$ cat config.mk
export PLATFORM = sky130hd
export DESIGN_NAME = uart_rx_ctrl
export DESIGN_NICKNAME = d
export VERILOG_FILES = /design/src/rtl/uart_rx_ctrl_pkg.sv /design/src/rtl/uart_rx_ctrl_edge_bit_counter.sv /design/src/rtl/uart_rx_ctrl.sv
export SDC_FILE = /design/constraint.sdc
export NUM_CORES = 1
export LEC_CHECK = 0
export ABC_AREA = 1
export BUFFER_PORTS_ARGS = -buffer_cell sky130_fd_sc_hd__buf_2
export CORE_ASPECT_RATIO = 1.2
export CORE_MARGIN = 2
export CORE_UTILIZATION = 35
export CTS_BUF_LIST = sky130_fd_sc_hd__clkbuf_4 sky130_fd_sc_hd__clkbuf_8 sky130_fd_sc_hd__clkbuf_16
export DETAILED_ROUTE_END_ITERATION = 7
export PLACE_DENSITY = 0.64
export SYNTH_ARGS = -nofsm -noshare
export SYNTH_HDL_FRONTEND = slang
export SYNTH_SLANG_ARGS = --single-unit
$ cat constraint.sdc
create_clock -name clk -period 3.2 [get_ports clk]
set_input_delay 0 -clock clk [delete_from_list [all_inputs] [get_ports clk]]
set_output_delay 0 -clock clk [all_outputs]
set_load 0.05 [all_outputs]
$ cat src/rtl/uart_rx_ctrl_pkg.sv
// ============================================================================
//  Module      : uart_rx_ctrl_pkg
//  Description : Shared UART receive constants: FSM state encoding and the
//                legal oversampling ratios.
//  Revision    : 1.0 - initial release
// ============================================================================
`default_nettype none

package uart_rx_ctrl_pkg;

    localparam int c_STATE_W = 3;

    localparam logic [c_STATE_W-1:0] c_ST_IDLE    = 3'd0;
    localparam logic [c_STATE_W-1:0] c_ST_START   = 3'd1;
    localparam logic [c_STATE_W-1:0] c_ST_DATA    = 3'd2;
    localparam logic [c_STATE_W-1:0] c_ST_PARITY  = 3'd3;
    localparam logic [c_STATE_W-1:0] c_ST_STOP    = 3'd4;
    localparam logic [c_STATE_W-1:0] c_ST_ERR_CHK = 3'd5;

    localparam logic [5:0] c_PRESCALE_8  = 6'd8;
    localparam logic [5:0] c_PRESCALE_16 = 6'd16;
    localparam logic [5:0] c_PRESCALE_32 = 6'd32;

    // Bit index of the first and last data bit (start bit is index 0)
    localparam logic [3:0] c_FIRST_DATA_BIT = 4'd1;
    localparam logic [3:0] c_LAST_DATA_BIT  = 4'd8;

endpackage

`default_nettype wire

$ cat src/rtl/uart_rx_ctrl_edge_bit_counter.sv
// ============================================================================
//  Module      : edge_bit_counter
//  Description : Oversample edge counter with bit counter; wraps the edge
//                index at prescale-1 and advances the bit index on each wrap.
//  Revision    : 1.0 - initial release
// ============================================================================
`default_nettype none

module edge_bit_counter (
    input  logic       clk,
    input  logic       rst,
    input  logic       enable,
    input  logic       clear,
    input  logic       load_first,
    input  logic [5:0] prescale,
    output logic [5:0] edge_cnt,
    output logic [3:0] bit_cnt,
    output logic       wrap
);

    logic [5:0] r_edge_cnt;
    logic [3:0] r_bit_cnt;
    logic       w_last_edge;

    // >= rather than == so an illegal ratio can never run the counter away
    assign w_last_edge = (r_edge_cnt >= (prescale - 6'd1));
    assign wrap        = enable & w_last_edge;

    always_ff @(posedge clk) begin
        if (rst || (clear && !load_first)) begin
            r_edge_cnt <= 6'd0;
            r_bit_cnt  <= 4'd0;
        end else if (load_first) begin
            // The detect cycle already counts as edge 0 of the start bit
            r_edge_cnt <= 6'd1;
            r_bit_cnt  <= 4'd0;
        end else if (enable) begin
            if (w_last_edge) begin
                r_edge_cnt <= 6'd0;
                r_bit_cnt  <= r_bit_cnt + 4'd1;
            end else begin
                r_edge_cnt <= r_edge_cnt + 6'd1;
            end
        end
    end

    assign edge_cnt = r_edge_cnt;
    assign bit_cnt  = r_bit_cnt;

endmodule

`default_nettype wire

$ cat src/rtl/uart_rx_ctrl.sv
// ============================================================================
//  Module      : uart_rx_ctrl
//  Description : UART receive control FSM; sequences start/data/parity/stop
//                sampling strobes and qualifies the received frame.
//  Revision    : 1.0 - initial release
// ============================================================================
`default_nettype none

module uart_rx_ctrl
    import uart_rx_ctrl_pkg::*;
(
    input  logic       clk,
    input  logic       rst,
    input  logic       rx_in,
    input  logic       par_en,
    input  logic [5:0] prescale,
    input  logic       strt_glitch,
    input  logic       par_err,
    input  logic       stop_err,
    output logic [5:0] edge_cnt,
    output logic [3:0] bit_cnt,
    output logic       dat_samp_en,
    output logic       strt_chk_en,
    output logic       par_chk_en,
    output logic       stop_chk_en,
    output logic       deser_en,
    output logic       data_valid
);

    logic [c_STATE_W-1:0] r_state;
    logic [c_STATE_W-1:0] w_next_state;
    logic [5:0]           r_prescale;
    logic                 r_par_en;

    logic w_bit_wrap;
    logic w_in_frame;
    logic w_first_data;
    logic w_abort;
    logic w_cnt_load;
    logic w_cnt_clear;

    assign w_in_frame = (r_state == c_ST_START) || (r_state == c_ST_DATA) ||
                        (r_state == c_ST_PARITY) || (r_state == c_ST_STOP);

    // The start checker reports on the first cycle of the first data bit
    assign w_first_data = (r_state == c_ST_DATA) && (bit_cnt == c_FIRST_DATA_BIT) &&
                          (edge_cnt == 6'd0);
    assign w_abort      = w_first_data && strt_glitch;

    assign w_cnt_load  = (w_next_state == c_ST_START) &&
                         ((r_state == c_ST_IDLE) || (r_state == c_ST_ERR_CHK));
    assign w_cnt_clear = (w_next_state == c_ST_IDLE) || (w_next_state == c_ST_ERR_CHK);

    edge_bit_counter u_edge_bit_counter (
        .clk        (clk),
        .rst        (rst),
        .enable     (w_in_frame),
        .clear      (w_cnt_clear),
        .load_first (w_cnt_load),
        .prescale   (r_prescale),
        .edge_cnt   (edge_cnt),
        .bit_cnt    (bit_cnt),
        .wrap       (w_bit_wrap)
    );

    // Frame configuration is captured only while idle and held for the frame
    always_ff @(posedge clk) begin
        if (rst) begin
            r_prescale <= c_PRESCALE_8;
            r_par_en   <= 1'b0;
        end else if (r_state == c_ST_IDLE) begin
            r_prescale <= prescale;
            r_par_en   <= par_en;
        end
    end

    always_ff @(posedge clk) begin
        if (rst) begin
            r_state <= c_ST_IDLE;
        end else begin
            r_state <= w_next_state;
        end
    end

    always_comb begin
        w_next_state = r_state;
        case (r_state)
            c_ST_IDLE: begin
                if (!rx_in) begin
                    w_next_state = c_ST_START;
                end
            end
            c_ST_START: begin
                if (w_bit_wrap) begin
                    w_next_state = c_ST_DATA;
                end
            end
            c_ST_DATA: begin
                if (w_abort) begin
                    w_next_state = c_ST_IDLE;
                end else if (w_bit_wrap && (bit_cnt >= c_LAST_DATA_BIT)) begin
                    w_next_state = r_par_en ? c_ST_PARITY : c_ST_STOP;
                end
            end
            c_ST_PARITY: begin
                if (w_bit_wrap) begin
                    w_next_state = c_ST_STOP;
                end
            end
            c_ST_STOP: begin
                if (w_bit_wrap) begin
                    w_next_state = c_ST_ERR_CHK;
                end
            end
            c_ST_ERR_CHK: begin
                w_next_state = rx_in ? c_ST_IDLE : c_ST_START;
            end
            default: begin
                w_next_state = c_ST_IDLE;
            end
        endcase
    end

    always_comb begin
        dat_samp_en = w_in_frame;
        strt_chk_en = (r_state == c_ST_START)  && w_bit_wrap;
        deser_en    = (r_state == c_ST_DATA)   && w_bit_wrap && !w_abort;
        par_chk_en  = (r_state == c_ST_PARITY) && w_bit_wrap;
        stop_chk_en = (r_state == c_ST_STOP)   && w_bit_wrap;
        data_valid  = (r_state == c_ST_ERR_CHK) && !stop_err && !(r_par_en && par_err);
    end

endmodule

`default_nettype wire

==> results of run 1 <==
-- metal layers --
layer / vias to the layer above / track usage
met5: - / 0
met3: 4 / 0.0195
met4: 0 / 0.0638
met2: 24 / 0.243
li1: 674 / -
met1: 545 / 0.180
-- sequential cells by signal, indices dropped and copies added, names as in the netlist --
register	flops
r_par_en	1
r_prescale	6
r_state	3
u_edge_bit_counter.bit_cnt	4
u_edge_bit_counter.edge_cnt	6
-- worst min-delay path, cell delays in order --
cell and delay (ps):
buf_2 70, o21ai_0 70, nor2_1 90
-- how the worst max path moves through the flow --
stage	startpoint	to	slack [ps]
2_1_floorplan	r_prescale[2]	u_edge_bit_counter.bit_cnt[1]	270
4_1_cts	r_prescale[0]	u_edge_bit_counter.bit_cnt[1]	630
6_report	r_prescale[0]	u_edge_bit_counter.bit_cnt[1]	660
3_3_place_gp	r_prescale[0]	u_edge_bit_counter.bit_cnt[3]	710
5_1_grt	r_prescale[2]	u_edge_bit_counter.bit_cnt[1]	440
3_5_place_dp	r_prescale[0]	u_edge_bit_counter.bit_cnt[1]	680
-- layout make-up --
cell class	instances	area, um^2	area share
inverter	41	156	0.0933
sequential	20	400	0.239
clock buffer	3	41.3	0.0246
clock inverter	1	30.0	0.0179
timing repair buffer	30	160	0.0955
multi-input combinational	128	821	0.490
tap	54	67.6	0.0403
-- power by group through the flow --
| stage | Sequential, mW | Combinational, mW | Clock, mW |
|---|---|---|---|
| finish | 0.272 | 0.150 | 0.261 |
| floorplan | 0.282 | 0.112 | 0 |
| CTS | 0.273 | 0.152 | 0.266 |
| global placement | 0.278 | 0.148 | 0 |
| global route | 0.274 | 0.172 | 0.270 |
| detailed placement | 0.279 | 0.149 | 0 |
-- kinds of logic after synthesis --
family,share of synthesized area
and+or+nand+nor,0.331
DFF,0.290
AOI/OAI and AO/OA,0.111
buffers and inverters,0.116
xor gates and xnor gates,0.0444
adders and majority gates,0.109
-- layout by cell type (no fill, tap or decap), types with 4 or more instances in the layout --
master / Yosys / layout
inv_1: 33 / 33
buf_2: 0 / 28
nand2_1: 21 / 21
dfxtp_1: 20 / 20
nor2_1: 18 / 18
nand3_1: 15 / 15
nor2_2: 12 / 12
ha_1: 12 / 12
o21ai_0: 11 / 11
inv_2: 6 / 6
a21oi_1: 6 / 6
xor2_1: 5 / 5
nand2_2: 4 / 4
nand4_1: 4 / 4
-- timing repair --
action	4_1_cts	5_1_grt
hold buffers	2	0
setup endpoints to repair	0	0
hold endpoints to repair	3	0
==> results.toml, run 1 <==
[run_status]
status = "completed"

[setup_path]
r2r_end = "u_edge_bit_counter.bit_cnt[1]"
critical_path.max_stage_delay_ps = 300
critPathLaunchType = "flip-flop"
cp_top_family = "simple AND/OR/NAND/NOR gates"
worstPathRequired_ps = 3370
r2r_cells = 18
crit_buf_inv = 4
crit_chain = "inv_1 -> nand3_1 -> nor3_1 -> xor2_1 -> inv_1 -> ha_1 -> nand2_2 -> inv_2 -> a21oi_2 -> nand2_4 -> inv_4 -> nor2_1 -> nor2_1 -> nand2_2 -> o21ai_2 -> nand2_4 -> nand3_4 -> nor2_2"
cp_num_cells = 18
timing.rr.start = "r_prescale[0]"
worstSetupEndpointType = "flip-flop"
arrival_ps = 2710
rrSetupSlack_ps = 660
crit_slowest_cell = "dfxtp_1"
path_class = "reg -> reg"
path_max_fanout = 9

[die]
rows = 25
die_w_um = 61.4
core_area_um2 = 3880
initial_core_util = 0.356
ios = 29
die_y_um = 72.8
die-area_um2 = 4470

[drt]
top_layer = "met4"
met1_length_um = 1370
drt-initial-drc-count = 22
vias = 1247
wl_um = 2940
ant_nets = 0
vias_per_cell = 4.50
wl_met2_um = 1420
route.met3.wl_um = 95
drc_errors = 0
wl_per_cell_um = 10.6
firstDrtPassIters = 5

[timing]
finalCritPeriodShare = 0.793
finClkSkew_ps = 8.55
fmax_mhz = 394
grt_setup_unrepaired = "no"
worstMarginPinSlew_ps = 318
fin_ws_ps = 662
fin_crit_ps = 2540
hold_viol_final = 0
finalMaxSlewViolations = 0
hold_slack_ps = 8.52
setup-tns-final_ps = 0
report.final.setup_viol = 0
slew_headroom = 0.787

[pwr]
pwr-share-clk = 0.382
cellPowerDensity_nw_per_um2 = 408
p_total_mw = 0.683
switching_share = 0.295
power.internal_mw = 0.482
p_switching_mw = 0.202
power.static_leakage_nw = 0.786
seqPwrFrac = 0.399
peakVddDrop_v = 0.000167
power_frac_comb = 0.219

[global_routing]
grt_overflow = 0
grt_max_degree = 14
grt_pass1_vias = 1108
grt_first_pass_wirelength_um = 4850
antenna_found_initial = 0
track_usage = 0.145

[synthesis]
ys.flop_type = "dfxtp_1"
synthDistinctLibCells = 30
avgSynthCellArea_um2 = 7.27
synth_top_area_cell = "dfxtp_1"
synth_edf_count = 0
synth_most_common_cell = "inv_1"
synthTopCellsByArea = "dfxtp_1 29%, ha_1 11%, inv_1 9.0%"
ys_warn_count = 0
ys_seq_elements = 20
seq_area_frac_synth = 0.290
ys_async_sr_fraction = 0
synthTopCellsByCount = "33 x inv_1, 21 x nand2_1, 20 x dfxtp_1, 18 x nor2_1, 15 x nand3_1"
synth_top_area_frac = 0.290
netlist_area_um2 = 1380
synth_fp_nets = 215
synth_cells = 190

[hold_path]
hold_class = "in -> reg"
worstHoldStart = "prescale[5]"
min_to = "r_prescale[5]"
hold_path_depth = 3

[cells_and_area]
fin_util = 0.432
nets = 249
fillCellCount = 402
finalInstanceArea_um2 = 1680
area_growth_syn_to_layout_pct = 21.4
stdcell_count = 277
diodes = 0
drive_gt1_frac = 0.296

[clock_network]
path_clk_slew_ps = 80
root_buffer = "clkbuf_8"
clkSinkCount = 20
clk-insertion-delay-late_ps = 270
clk_path_buf_depth = 2
cts_buffers = 3
cts_tree = "built"
postCtsResizedCells = 0
post_cts_buffers = 0
h-tree-depth = 1

[placed_design]
dpl_cell_area_um2 = 1590
dp_cells = 271
portBuffers = 28
gp_congestion = 0.919
post-dp-hpwl_um = 2280
pre_cts_ws_ps = 676

[flow_run]
drv_cap = 0
(Power assumes the default switching activity.)
==> inputs of run 2 (changes only) <==
- ABC_AREA: 1 -> 0
- PLACE_DENSITY: 0.64 -> 0.66
- clock period: 3.2 -> 2.3 ns (I/O delays scaled with it)
==> run 2 against run 1 <==
  * Routed wire length is 25% higher
  * Highest routed layer unchanged
  * Clock power is 6% higher
  * Largest power group is now combinational logic
  * Design area is 18% higher
  * Clock skew is 6.6 ps lower
  * Die area is 0.77% lower
  * Worst setup slack worse by 640 ps
  * Critical path depth is 7 lower
  * Area after synthesis is 0.82% lower
  * Via count is 17% higher
  * Largest cell class unchanged
==> results.toml, run 2 <==
[cells_and_area]
final_cell_mix = "28 x nand2_1, 25 x buf_2, 17 x buf_4, 15 x nor2_1, 15 x dfxtp_1"
stdcell_count = 285
diodes = 0
nets = 259
finalInstanceArea_um2 = 1980
area_growth_syn_to_layout_pct = 44.2
fillCellCount = 363
layout.cells.most_common = "nand2_1"
drive_gt1_frac = 0.373
fin_util = 0.535

[die]
die_y_um = 72.5
die_w_um = 61.1
die-area_um2 = 4430
rows = 24
initial_core_util = 0.371
core_area_um2 = 3690
ios = 29

[hold_path]
hold_class = "in -> reg"
worstHoldStart = "rst"

[drt]
vias_per_cell = 5.14
firstDrtPassIters = 4
drc_errors = 0
vias = 1465
drt-initial-drc-count = 84
wl_um = 3680
ant_nets = 0
wl_per_cell_um = 12.9

[synthesis]
avgSynthCellArea_um2 = 7.57
synth_most_common_cell = "nand2_1"
seq_area_frac_synth = 0.292
synth_top_area_cell = "dfxtp_1"
synthTopCellsByCount = "29 x nand2_1, 20 x dfxtp_1, 17 x a21oi_1, 17 x nor2_1, 12 x ha_1"
ys_async_sr_fraction = 0
netlist_area_um2 = 1370
synthDistinctLibCells = 39
ys_seq_elements = 20
synthTopCellsByArea = "dfxtp_1 29%, ha_1 11%, nand2_1 7.9%"
synth_fp_nets = 206
ys_warn_count = 0
synth_edf_count = 0
synth_cells = 181
synth_top_area_frac = 0.292
ys.flop_type = "dfxtp_1"

[pwr]
peakVddDrop_v = 0.000300
cellPowerDensity_nw_per_um2 = 558
power.static_leakage_nw = 0.803
p_total_mw = 1.10

[setup_path]
critPathLaunch = "r_prescale[4]"
crit_chain = "nor3_2 -> nand2_1 -> xor2_1 -> ha_1 -> a21oi_2 -> o21ai_4 -> a21oi_4 -> o211ai_1 -> a211oi_4 -> buf_6 -> a21oi_1"
path_max_fanout = 7
rrSetupSlack_ps = 20
worstPathRequired_ps = 2460
crit_slowest_cell = "ha_1"
critPathLaunchType = "flip-flop"
timing.rr.start = "r_prescale[4]"
critical_path.max_stage_delay_ps = 340
cp_top_family = "compound AO/OA/AOI/OAI gates"
worstSetupEndpointType = "flip-flop"
path_class = "reg -> reg"
arrival_ps = 2440
crit_buf_inv = 1

[run_status]
status = "completed"

[clock_network]
root_buffer = "clkbuf_8"
path_clk_slew_ps = 80
cts_buffers = 3
h-tree-depth = 1
clk-insertion-delay-late_ps = 260
clkSinkCount = 20
cts_tree = "built"
clk_path_buf_depth = 2

[global_routing]
grt_first_pass_wirelength_um = 5950
grt_overflow = 0
track_usage = 0.177
grt_pass1_vias = 1332
grt_max_degree = 16
antenna_found_initial = 0

[placed_design]
dpl_cell_area_um2 = 1680
gp_congestion = 0.844
dp_cells = 271
portBuffers = 28
post-dp-hpwl_um = 2520

[timing]
hold_viol_final = 0
report.final.setup_viol = 0
fin_crit_ps = 2280
worstMarginPinSlew_ps = 762
finalMaxSlewViolations = 0
slew_headroom = 0.488
setup-tns-final_ps = 0
finalCritPeriodShare = 0.989
finClkSkew_ps = 1.90
grt_setup_unrepaired = "yes"
fmax_mhz = 439

[flow_run]
drv_cap = 0
==> run 2: cell count changes after synthesis, sizes merged, moves of 6 or more <==
cell    before  now
nor3         3   10
inv         40    8
nand2b       0    6
a21oi        7   18
nor2        31   17
nand3       18    8
==> run 2: routing by layer <==
| layer | part of all wire | global-route usage |
|---|---|---|
| met2 | 0.48 | 0.290 |
| met5 | 0 | 0 |
| met3 | 0.027 | 0.0178 |
| met4 | 0.017 | 0.0749 |
| met1 | 0.47 | 0.231 |
==> run 2: cell families after synthesis <==
| logic type | share of synthesized area |
|---|---|
| compound gates | 0.185 |
| xor+xnor | 0.0447 |
| fa+ha+maj | 0.118 |
| buf+inv | 0.0411 |
| flops | 0.292 |
| simple gates | 0.319 |
==> run 2: cell type report <==
type | instances | area [um^2] | area share
multi-input cells | 147 | 1040 | 0.525
clock buffers | 4 | 55.1 | 0.0279
flip-flops and latches | 20 | 409 | 0.207
repair buffers | 54 | 379 | 0.192
well taps | 52 | 65.1 | 0.0329
inverters | 8 | 30.0 | 0.0152
==> run 2: path summary, 6_finish.rpt <==
check,cells after the start,end
max,11,u_edge_bit_counter.edge_cnt[4]
min,2,r_prescale[1]
max reg2reg,11,u_edge_bit_counter.edge_cnt[4]
min reg2reg,2,r_prescale[5]
==> run 2: through the flow <==
step / hold WS [ps] / setup WS (ps)
floorplan: 124 / -200
global placement: 218 / -123
detailed placement: 213 / -219
global route: 129 / -109
finish: 115 / 24.3
CTS: 102 / 6.47
==> run 2: what timing repair did <==
item	4_1_cts	5_1_grt
hold buffers	7	0
pin swaps	4	14
endpoints found under the setup margin	15	16
hold endpoints to repair	7	0
resized for setup	10	34
setup buffers	2	3
==> run 2: report_power, final <==
group	switching (mW)	leakage, nW	internal, mW	total [mW]
logic	0.241	0.609	0.175	0.416
clock network	0.124	0.0288	0.153	0.277
registers	0.0365	0.165	0.372	0.409
